<file path="config.mk">
export PLATFORM = sky130hd
export DESIGN_NAME = gpu_host_mem_bridge
export DESIGN_NICKNAME = d
export VERILOG_FILES = /design/src/rtl/gpu_host_pkg.sv /design/src/rtl/gpu_host_req_fifo.sv /design/src/rtl/gpu_host_mem_bridge.sv
export SDC_FILE = /design/constraint.sdc
export NUM_CORES = 1
export LEC_CHECK = 0
export BUFFER_PORTS_ARGS = -buffer_cell sky130_fd_sc_hd__buf_2
export CORE_AREA = 5 5 134 104
export DETAILED_ROUTE_END_ITERATION = 7
export DIE_AREA = 0 0 139 109
export PLACE_DENSITY_LB_ADDON = 0.25
export REMOVE_ABC_BUFFERS = 1
export SLEW_MARGIN = 20
export SYNTH_ARGS = -nofsm -noshare
export SYNTH_HDL_FRONTEND = slang
export SYNTH_HIERARCHICAL = 1
export SYNTH_SLANG_ARGS = --single-unit
export TNS_END_PERCENT = 20
</file>
<file path="constraint.sdc">
create_clock -name clk -period 4.8 [get_ports clk]
set_input_delay 0.96 -clock clk [delete_from_list [all_inputs] [get_ports clk]]
set_output_delay 0.96 -clock clk [all_outputs]
set_load 0.005 [all_outputs]
</file>
<file path="src/rtl/gpu_host_pkg.sv">
// Shared types and constants for the host-side port-B request bridge.
package gpu_host_pkg;

  localparam int unsigned HOST_ADDR_W    = 20;
  localparam int unsigned HOST_DATA_W    = 8;
  localparam int unsigned RD_LATENCY_DEF = 2;
  // Read data returned for an out-of-range request when range checking is built in
  localparam logic [HOST_DATA_W-1:0] RDATA_OOR = 8'hFF;

  typedef struct packed {
    logic                   wr;
    logic [HOST_ADDR_W-1:0] addr;
    logic [HOST_DATA_W-1:0] wdata;
  } req_t;

endpackage

</file>
<file path="src/rtl/gpu_host_req_fifo.sv">
// Synchronous request FIFO of req_t with count-based full/empty.
// No bypass: a pushed entry becomes visible at the head one cycle later.
module gpu_host_req_fifo
  import gpu_host_pkg::*;
#(
  parameter int unsigned DEPTH = 4
) (
  input  logic clk,
  input  logic rst_n,
  input  logic push,
  input  req_t push_data,
  input  logic pop,
  output req_t head,
  output logic full,
  output logic empty
);

  localparam int unsigned PtrW = (DEPTH > 1) ? $clog2(DEPTH) : 1;
  localparam int unsigned CntW = $clog2(DEPTH + 1);

  req_t            mem_q [DEPTH];
  logic [PtrW-1:0] wr_ptr_q, rd_ptr_q;
  logic [CntW-1:0] count_q, count_d;
  logic            do_push, do_pop;

  assign full    = (count_q == CntW'(DEPTH));
  assign empty   = (count_q == '0);
  assign do_push = push & ~full;
  assign do_pop  = pop & ~empty;
  assign head    = mem_q[rd_ptr_q];

  // Occupancy: simultaneous push and pop leaves the count unchanged
  always_comb begin
    count_d = count_q;
    unique case ({do_push, do_pop})
      2'b10:   count_d = count_q + CntW'(1);
      2'b01:   count_d = count_q - CntW'(1);
      default: count_d = count_q;
    endcase
  end

  // Entry storage; contents need no reset since count gates visibility
  always_ff @(posedge clk) begin
    if (do_push) mem_q[wr_ptr_q] <= push_data;
  end

  // Pointers wrap naturally because DEPTH is a power of two
  always_ff @(posedge clk or negedge rst_n) begin
    if (!rst_n) begin
      wr_ptr_q <= '0;
      rd_ptr_q <= '0;
      count_q  <= '0;
    end else begin
      if (do_push) wr_ptr_q <= wr_ptr_q + PtrW'(1);
      if (do_pop)  rd_ptr_q <= rd_ptr_q + PtrW'(1);
      count_q <= count_d;
    end
  end

endmodule

</file>
<file path="src/rtl/gpu_host_mem_bridge.sv">
// Host request bridge onto GPU RAM port B: buffers byte requests, issues one per clock,
// and returns read data with a strobe aligned to the RAM's registered read latency.
// Optional build macro: GPU_HOST_BRIDGE_RANGE_CHECK_EN (out-of-range requests are suppressed,
// reads of them return RDATA_OOR, and a sticky range_err flag is raised).
module gpu_host_mem_bridge
  import gpu_host_pkg::*;
#(
  parameter int unsigned ADDR_SIZE  = 14,
  parameter int unsigned NUM_WORDS  = 2 ** ADDR_SIZE,
  parameter int unsigned FIFO_DEPTH = 4,
  parameter int unsigned RD_LATENCY = RD_LATENCY_DEF
) (
  input  logic        clk,
  input  logic        rst_n,
  input  logic        req_valid,
  output logic        req_ready,
  input  logic        req_wr,
  input  logic [19:0] req_addr,
  input  logic [7:0]  req_wdata,
  output logic        rsp_valid,
  output logic [7:0]  rsp_rdata,
  output logic        range_err,
  output logic [19:0] addr_b,
  output logic        wr_en_b,
  output logic [7:0]  data_in_b,
  input  logic [7:0]  data_out_b
);

`ifdef GPU_HOST_BRIDGE_RANGE_CHECK_EN
  localparam bit RangeCheckEn = 1'b1;
`else
  localparam bit RangeCheckEn = 1'b0;
`endif

  req_t push_req, head;
  logic fifo_full, fifo_empty, push, pop;
  logic req_oor, head_oor;

  // Issue-stage flags travel alongside addr_b; the pipe covers the RAM's internal registers
  logic                  rd_iss_q, oor_iss_q;
  logic [RD_LATENCY-1:0] rd_pipe_q, rd_pipe_d, oor_pipe_q, oor_pipe_d;
  logic                  range_err_q;

  assign push_req  = '{wr: req_wr, addr: req_addr, wdata: req_wdata};
  assign req_ready = ~fifo_full;
  assign push      = req_valid & req_ready;
  assign pop       = ~fifo_empty;
  assign req_oor   = RangeCheckEn & (32'(req_addr) >= NUM_WORDS);
  assign head_oor  = RangeCheckEn & (32'(head.addr) >= NUM_WORDS);
  assign range_err = range_err_q;

  gpu_host_req_fifo #(
    .DEPTH (FIFO_DEPTH)
  ) u_fifo (
    .clk       (clk),
    .rst_n     (rst_n),
    .push      (push),
    .push_data (push_req),
    .pop       (pop),
    .head      (head),
    .full      (fifo_full),
    .empty     (fifo_empty)
  );

  // Read-tracking shift: stage 0 is fed from the issue register
  always_comb begin
    rd_pipe_d     = '0;
    oor_pipe_d    = '0;
    rd_pipe_d[0]  = rd_iss_q;
    oor_pipe_d[0] = oor_iss_q;
    for (int i = 1; i < int'(RD_LATENCY); i++) begin
      rd_pipe_d[i]  = rd_pipe_q[i-1];
      oor_pipe_d[i] = oor_pipe_q[i-1];
    end
  end

  // Issue register: pop the head every non-empty cycle; address/data hold when idle
  always_ff @(posedge clk or negedge rst_n) begin
    if (!rst_n) begin
      addr_b    <= '0;
      data_in_b <= '0;
      wr_en_b   <= 1'b0;
      rd_iss_q  <= 1'b0;
      oor_iss_q <= 1'b0;
    end else begin
      wr_en_b   <= pop & head.wr & ~head_oor;
      rd_iss_q  <= pop & ~head.wr;
      oor_iss_q <= pop & ~head.wr & head_oor;
      if (pop) begin
        addr_b    <= head.addr;
        data_in_b <= head.wdata;
      end
    end
  end

  // Response: strobe and capture RAM data as a tracked read leaves the pipe
  always_ff @(posedge clk or negedge rst_n) begin
    if (!rst_n) begin
      rd_pipe_q  <= '0;
      oor_pipe_q <= '0;
      rsp_valid  <= 1'b0;
      rsp_rdata  <= '0;
    end else begin
      rd_pipe_q  <= rd_pipe_d;
      oor_pipe_q <= oor_pipe_d;
      rsp_valid  <= rd_pipe_q[RD_LATENCY-1];
      if (rd_pipe_q[RD_LATENCY-1]) begin
        rsp_rdata <= oor_pipe_q[RD_LATENCY-1] ? RDATA_OOR : data_out_b;
      end
    end
  end

  // Sticky out-of-range flag, flagged as soon as such a request is accepted
  always_ff @(posedge clk or negedge rst_n) begin
    if (!rst_n) begin
      range_err_q <= 1'b0;
    end else if (push & req_oor) begin
      range_err_q <= 1'b1;
    end
  end

endmodule
</file>
After elaboration in Yosys (flattened, before gate mapping)
Memory sizes are Yosys's and may differ from the RTL's. Cells that the tools add are included.

Add/sub/neg operators: 4. $mul: 0. Div/mod/pow operators: 0. Order comparisons: 0. Equality and inequality tests: 3. Shift-type cells: 0. Muxes and demuxes: 3. Bitwise logic cells: 7. Reductions and logical operators: 2.

Operator list (count): 3-bit case mux with 2 select lines (1); 2-bit by 1-bit adder with 2-bit output (second input constant) (2); 1-bit bitwise AND (4); 3-bit by 1-bit adder with 3-bit output (second input constant) (1); 3-bit equality test (second input constant) (1); 3-bit logical NOT (1); 1-bit NOT (3); 3-bit by 1-bit subtractor with 3-bit output (second input constant) (1); 2-bit by 1-bit equality test with 1-bit output (second input constant) (1); 2-bit equality test (second input constant) (1); 1-bit 2-to-1 mux (2); 2-bit nonzero test (1).

Bits in registers: 48. Bits in latches: 0. Bits in writable memories: 116. ROM bits: 0. Input port bits: 40. Output and inout bits: 40. Memories kept: 1.

Memory list: u_fifo.mem_q (words 4, bits a word 29, read ports 1, clocked after Yosys merged registers in 0, wr ports 1, RTL line gpu_host_req_fifo.sv:21) `req_t mem_q [DEPTH];`.

Depth between registers and ports, before layout
Gate-level depths: netlist of the first run.

Depth in word-level cells: 6. Depth in mapped cells: 11. Gate-level depth less buffers: 11.

Hierarchy
The synthesis of the first run kept the hierarchy.

By module, submodules not included: gpu_host_req_fifo (instances 1, cells each 189, area an instance 4596.9 µm²); gpu_host_mem_bridge (instances 1, cells each 88, area an instance 1505.2 µm²).

Worst setup path before layout of the first run
Ideal clock, no wire load.

Path type: in2reg. Start: input port req_valid. End: register u_fifo.count_q[2]. Setup time: 79 ps. Arrival time: 2249 ps. Required time: 4721 ps. Path slack: 2472 ps. Stages on the path: 9. Path buffers: 0. Cells stage by stage: nor2b_1 -> and2_4 -> inv_1 -> ha_1 -> inv_1 -> fa_1 -> xor2_1 -> nor2_1 -> xor2_1.

Longest elaborated chain between the ends: 4. Elaborated cells between the ends (all ways): 6. Classes of those cells: 2 x eq/ne; 1 x mux; 2 x bitwise; 1 x reduce/logical.

Ends and longest elaborated chain: from (decl) (RTL line gpu_host_mem_bridge.sv:15) `input logic req_valid,`; 1-bit bitwise AND * (RTL line gpu_host_mem_bridge.sv:46) `assign push = req_valid & req_ready;`; 1-bit bitwise AND * (RTL line gpu_host_req_fifo.sv:28) `assign do_push = push & ~full;`; 2-bit by 1-bit equality test with 1-bit output / 2-bit equality test (equally long branches) (RTL line gpu_host_req_fifo.sv:35) `unique case ({do_push, do_pop})`; 3-bit case mux with 2 select lines / 2-bit nonzero test (equally long branches); to (signal assigned) (RTL line gpu_host_req_fifo.sv:56) `count_q <= count_d;`; to (decl) (RTL line gpu_host_req_fifo.sv:23) `logic [CntW-1:0] count_q, count_d;`.

Mark *: on every way between the ends. The rest lies on a longest branch, timed or not. A chain may end at the register's enable or synchronous reset.

Worst setup path in the final report of the first run
Start: register u_fifo.count_q[0]. End: output port req_ready.

Longest elaborated chain between the ends: 2.

Ends and longest elaborated chain: 3-bit equality test (RTL line gpu_host_req_fifo.sv:26) `assign full = (count_q == CntW'(DEPTH));`; named net fifo_full (RTL line gpu_host_mem_bridge.sv:36) `logic fifo_full, fifo_empty, push, pop;`; 1-bit NOT (RTL line gpu_host_mem_bridge.sv:45) `assign req_ready = ~fifo_full;`; to (decl) (RTL line gpu_host_mem_bridge.sv:16) `output logic req_ready,`.

The timed path passes the listed nets, and every way through them passes these cells.

==> impl_metrics.toml, run 1 <==
[critical_path]
crit_path_start = "u_fifo/count_q[0]"
cp_max_fo = 6
r2r-start = "u_fifo/count_q[0]"
criticalPathCategory = "register to output port"
worst_ep_arrival_time_ns = 1.54
worst_ep_required_time_ns = 3.84
cp-end-kind = "output port"
critPathLaunchType = "register"

[power_and_ir_drop]
power_density_mw_per_mm2 = 652.4
p_clk_frac = 0.275
power_switching_mw = 1.314
total_leakage_power_nw = 2.708
vdd_drop_max_uv = 345.6
seqPwrFrac = 0.476
p_int_mw = 3.404
swShare = 0.2785
combPwrFrac = 0.249

[synth]
synthArstFlopShare = 0.2927
syn_area_mm2 = 0.006102
ys.warnings.count = 6
ys_ff_latch = 164
postSynthAreaPerCell_um2 = 22.03
syn_inst = 277
synth.distinct_cells = 24
synth_edf_count = 116
ys_seq_area_frac = 0.7677
synth_flop_cell = "edfxtp_1"

[floorplanning]
die_h_um = 109
start_util = 0.4838
rows = 36
dieArea_mm2 = 0.01515
die_width_um = 139
core_area_mm2 = 0.01261
boundaryPins = 80

[routing]
firstDrtPassIters = 4
num_vias = 2829
avgRoutedWirePerCell_um = 18.80
route.antenna.remaining_nets = 0
via_per_inst = 5.162
wirelength_mm = 10.30
first_iter_violations = 136
drc = 0

[clock_network]
numCtsBuffers = 17
htreeDepth = 4
insertion_delay_ns = 0.41
cts.sinks = 164
ctsResizeCount = 0
cts_tree = "yes"
clockBufferDepth = 2
postCtsSetupBuffers = 0
cts.clk_slew.worst_paths_ns = 0.07
cts-root-buf = "clkbuf_16"
cts_hold_buf = 0

[sta]
whs_ns = 0.3435
final_hold_viol_count = 0
max_slew.worst_pin.slew_ns = 0.8268
setup_viol = 0
fin_setup_tns_ns = 0
rsz0062_at_grt = "false"
finalCriticalPeriod_ns = 2.497
fin_skew_ns = 0.01033
fin_crit_sh = 0.5203
maxSlewViolCount = 0
max_slew_margin = 0.4488
fmax_mhz = 400.4

[global_routing]
gr-total-overflow = 0
grt_max_degree = 49
grt_antenna_before_repair = 0
grt_pass1_wl_mm = 16.45
grt_pass1_vias = 3057
track_usage = 0.1461

[layout]
drive_gt1_frac = 0.4960
diodes = 0
stdcell_area_mm2 = 0.007232
syn_to_final_growth_pct = 18.52
fin_nets = 410
final_cell_mix = "edfxtp_1, buf_2, dfrtp_1, mux2_2, mux4_2"
nFillCells = 975
fin_util = 0.5734
layout.cells.most_common = "edfxtp_1"

[status]
status = "finished, final reports clean"

[hold_path]
hold_class = "register to register"
min_from = "rd_iss_q"

[job]
max_cap_viol_count = 0

[placed_design]
placed_cell_area_mm2 = 0.006649
portBuffers = 78
place.gp.congestion = 0.7012
dp_hpwl_mm = 6.240
-- critical path: stages, from the launching register on --
cell and delay (ns):
dfrtp_1 0.43, or3b_4 0.44, inv_1 0.09, inv_1 0.04, buf_2 0.11
-- state kept, by name, summed over array words and instances (netlist names) --
register	count
addr_b	20
data_in_b	8
rd_iss_q	1
rd_pipe_q	2
rsp_rdata	8
rsp_valid	1
u_fifo/count_q	3
u_fifo/mem_q	116
u_fifo/rd_ptr_q	2
u_fifo/wr_ptr_q	2
wr_en_b	1
-- power by group through the flow --
stage	combinational, mW	clock, mW	sequential [mW]
6_report	1.17	1.30	2.25
5_1_grt	1.29	1.40	2.32
4_1_cts	1.21	1.33	2.26
3_5_place_dp	1.21	0	2.29
3_3_place_gp	1.17	0	2.26
2_1_floorplan	0.807	0	2.22
-- cell type report --
type | instances | area [µm²] | area share
Clock inverter | 12 | 88.84 | 0.01228
Multi-Input combinational cell | 93 | 1316 | 0.1820
Clock buffer | 20 | 489.2 | 0.06765
Sequential cell | 164 | 4690 | 0.6484
Inverter | 9 | 33.78 | 0.004671
Timing Repair Buffer | 79 | 400.4 | 0.05536
Tap cell | 171 | 214.0 | 0.02958
-- synth_stat cells, types with 2 or more instances --
master,n,share of area
nor2_1,2,0.0012
buf_2,4,0.0033
and3_2,4,0.0049
buf_6,3,0.0055
xnor2_1,3,0.0043
dfrtp_1,48,0.20
mux2_2,36,0.066
xor2_1,3,0.0043
mux4_2,29,0.11
nor2b_1,2,0.0021
clkbuf_1,3,0.0018
edfxtp_1,116,0.57
ha_1,5,0.010
inv_1,9,0.0055
-- final timing paths --
path | endpoint | slack (ns) | cells after the start
setup / recovery | req_ready | 2.30 | 4
hold / removal | rd_pipe_q[0] | 0.34 | 0
setup reg to reg | u_fifo/count_q[2] | 2.45 | 11
hold reg to reg | rd_pipe_q[0] | 0.34 | 0
max in group asynchronous | u_fifo/rd_ptr_q[0] | 3.73 | 1
min in group asynchronous | data_in_b[6] | 0.58 | 1
-- routing by layer --
layer / GRT usage / up-vias / share of wire
met5: 0 / - / 0
met3: 0.04384 / 12 / 0.060
met4: 0.05447 / 0 / 0.013
li1: - / 1260 / -
met2: 0.2308 / 76 / 0.50
met1: 0.1956 / 1481 / 0.43
-- metrics by stage --
stage                     power (mW)  std cells  setup WS (ns)
final                          4.718        548          2.303
after global routing           5.000        548          2.215
after CTS                      4.798        548          2.280
after detailed placement       3.496        516          2.285
after global placement         3.436        516          2.308
after floorplan                3.029        266          1.086
-- cells by family (layout without fill, tap and decap cells) --
kind of cell,after synthesis,count (layout),synth area share
compound gates,1,1,0.001640
xor+xnor,6,6,0.008613
fa+ha+maj,6,6,0.01353
buf+inv,20,120,0.01743
flops,164,164,0.7677
mux,67,67,0.1776
other cells,1,1,0.0006145
simple gates,12,12,0.01292
Note: power is estimated with default switching activity, not from simulation.
==> inputs of run 2 (changes only) <==
- clock period: 4.8 -> 2.02 ns (I/O delays scaled with it)
==> run 2 against run 1 <==
The run now ends with negative setup slack left. Clock skew increased by 0.0030 ns. Hold slack got worse by 0.14 ns. Count of clock-buffer cells in the layout increased by 5. Clock power grew 150%. Sequential power is 120% higher. Die area unchanged. Register-to-register slack got worse by 2.6 ns. Sequential share of layout area shrank 2.1 points.
==> impl_metrics.toml, run 2 (synthesis gave the netlist of run 1 again) <==
[status]
status = "complete, but fails checks"
violations = "negative setup slack"

[clock_network]
cts.clk_slew.worst_paths_ns = 0.07
cts_tree = "yes"
insertion_delay_ns = 0.42
cts.sinks = 164
clockBufferDepth = 2
htreeDepth = 4
numCtsBuffers = 17
cts-root-buf = "clkbuf_16"

[sta]
rsz0062_at_grt = "true"
fin_crit_sh = 1.054
max_slew.worst_pin.slew_ns = 0.5053
worst_slack_ns = -0.1092
fmax_mhz = 469.7
maxSlewViolCount = 0
setup_viol = 1
whs_ns = 0.1999
max_slew_margin = 0.6631
fin_setup_tns_ns = -0.1092
fin_skew_ns = 0.01333
finalCriticalPeriod_ns = 2.129
final_hold_viol_count = 0

[critical_path]
ff2ff_path_depth = 11
critPathMostFrequentCell = "inv_2"
worst_ep_arrival_time_ns = 2.45
critPathLaunchType = "register"
worst_ep_required_time_ns = 2.34
criticalPathCategory = "register to register"
r2r_end = "u_fifo/count_q[2]"
cp.depth = 11
crit_chain = "or3b_4, inv_2, nor2b_2, and2_4, inv_2, ha_4, inv_2, fa_2, xor2_1, nor2_1, xor2_1"
cp_slowest_cell = "or3b_4"
max_stage_delay_ns = 0.41
r2r_slack_ns = -0.11
crit_buf_inv = 3
critical-path-top-delay-family = "simple AND/OR/NAND/NOR gates"
cp_max_fo = 3
cp-end-kind = "register"
r2r-start = "u_fifo/count_q[0]"

[placed_design]
post-place-cells = 530
placed_cell_area_mm2 = 0.006792
place_ws_ns = -0.2141
place.gp.congestion = 0.6829
portBuffers = 78
dp_hpwl_mm = 6.233

[global_routing]
gr-total-overflow = 0
grt_antenna_before_repair = 2
grt_max_degree = 49
track_usage = 0.1472
grt_pass1_wl_mm = 16.46
grt_pass1_vias = 3049

[power_and_ir_drop]
power_mw = 11.72
p_clk_frac = 0.275
p_int_mw = 8.573
swShare = 0.2683
combPwrFrac = 0.296
vdd_drop_max_uv = 827.3
power_density_mw_per_mm2 = 1568
seqPwrFrac = 0.429
total_leakage_power_nw = 2.820
power_switching_mw = 3.144

[floorplanning]
core_area_mm2 = 0.01261
boundaryPins = 80
dieArea_mm2 = 0.01515
rows = 36
start_util = 0.4838
die_h_um = 109
die_width_um = 139

[layout]
drive_gt1_frac = 0.5291
fin_util = 0.5927
syn_to_final_growth_pct = 22.49
fin_cells = 566
regMostFlops = "u_fifo/mem_q"
top_regs = "u_fifo/mem_q x116, addr_b x20"
final_cell_mix = "edfxtp_1, buf_2, dfrtp_1, mux2_2, mux4_2"
layout.cells.most_common = "edfxtp_1"
fin_nets = 428
diodes = 0
stdcell_area_mm2 = 0.007475
largest_reg_flops = 116

[routing]
via_per_inst = 5.101
route.antenna.remaining_nets = 0
wirelength_mm = 10.39
avgRoutedWirePerCell_um = 18.36
num_vias = 2887
firstDrtPassIters = 4
first_iter_violations = 138
drc = 0

[hold_path]
whs_endpoint = "u_fifo/mem_q[2][12]"
hold_depth = 1
min_from = "req_addr[4]"
hold_class = "input port to register"

[job]
max_cap_viol_count = 0
[run 2: changes by cell type in the layout (fill, tap and decap cells not counted), sizes merged]
cell and change:
dlygate4sd3 +1, clkinv -2, buf +17, inv -3, clkbuf +5
[run 2: power by group through the flow]
stage | combinational, mW | sequential, mW | clock (mW)
6_report | 3.47 | 5.03 | 3.22
5_1_grt | 3.78 | 5.14 | 3.44
4_1_cts | 3.52 | 5.04 | 3.30
3_5_place_dp | 3.43 | 5.11 | 0
3_3_place_gp | 3.33 | 5.05 | 0
2_1_floorplan | 1.92 | 5.28 | 0
[run 2: timing repair]
action,CTS,global route
setup endpoints to repair,88,31
hold buffers,1,0
pin swaps,5,4
hold endpoints to repair,48,0
buffers inserted,1,2
resized for setup,9,1
[run 2: worst max path at each step]
stage                                 start           endpoint  slack (ns)
after floorplan           u_fifo/count_q[0]  u_fifo/count_q[2]       -1.69
after global placement    u_fifo/count_q[0]  u_fifo/count_q[2]       -0.08
after detailed placement  u_fifo/count_q[0]  u_fifo/count_q[2]       -0.21
after CTS                 u_fifo/count_q[1]  u_fifo/count_q[2]       -0.18
after global routing      u_fifo/count_q[0]  u_fifo/count_q[2]       -0.17
final                     u_fifo/count_q[0]  u_fifo/count_q[2]       -0.11
[run 2: metal layers]
layer / global-route usage / part of all wire / vias up
met1: 0.1887 / 0.42 / 1505
met2: 0.2391 / 0.50 / 71
met4: 0.05656 / 0.013 / 4
li1: - / - / 1289
met5: 0 / 0.0023 / -
met3: 0.04647 / 0.059 / 18
[run 2: area by class of cell]
class | count | area (µm²)
fill | 955 | 5137
multi-input combinational | 93 | 1345
inverter | 9 | 33.78
clock buffer | 25 | 570.5
sequential | 164 | 4687
timing repair buffer | 97 | 573.1
tap | 171 | 214.0
clock inverter | 7 | 51.30
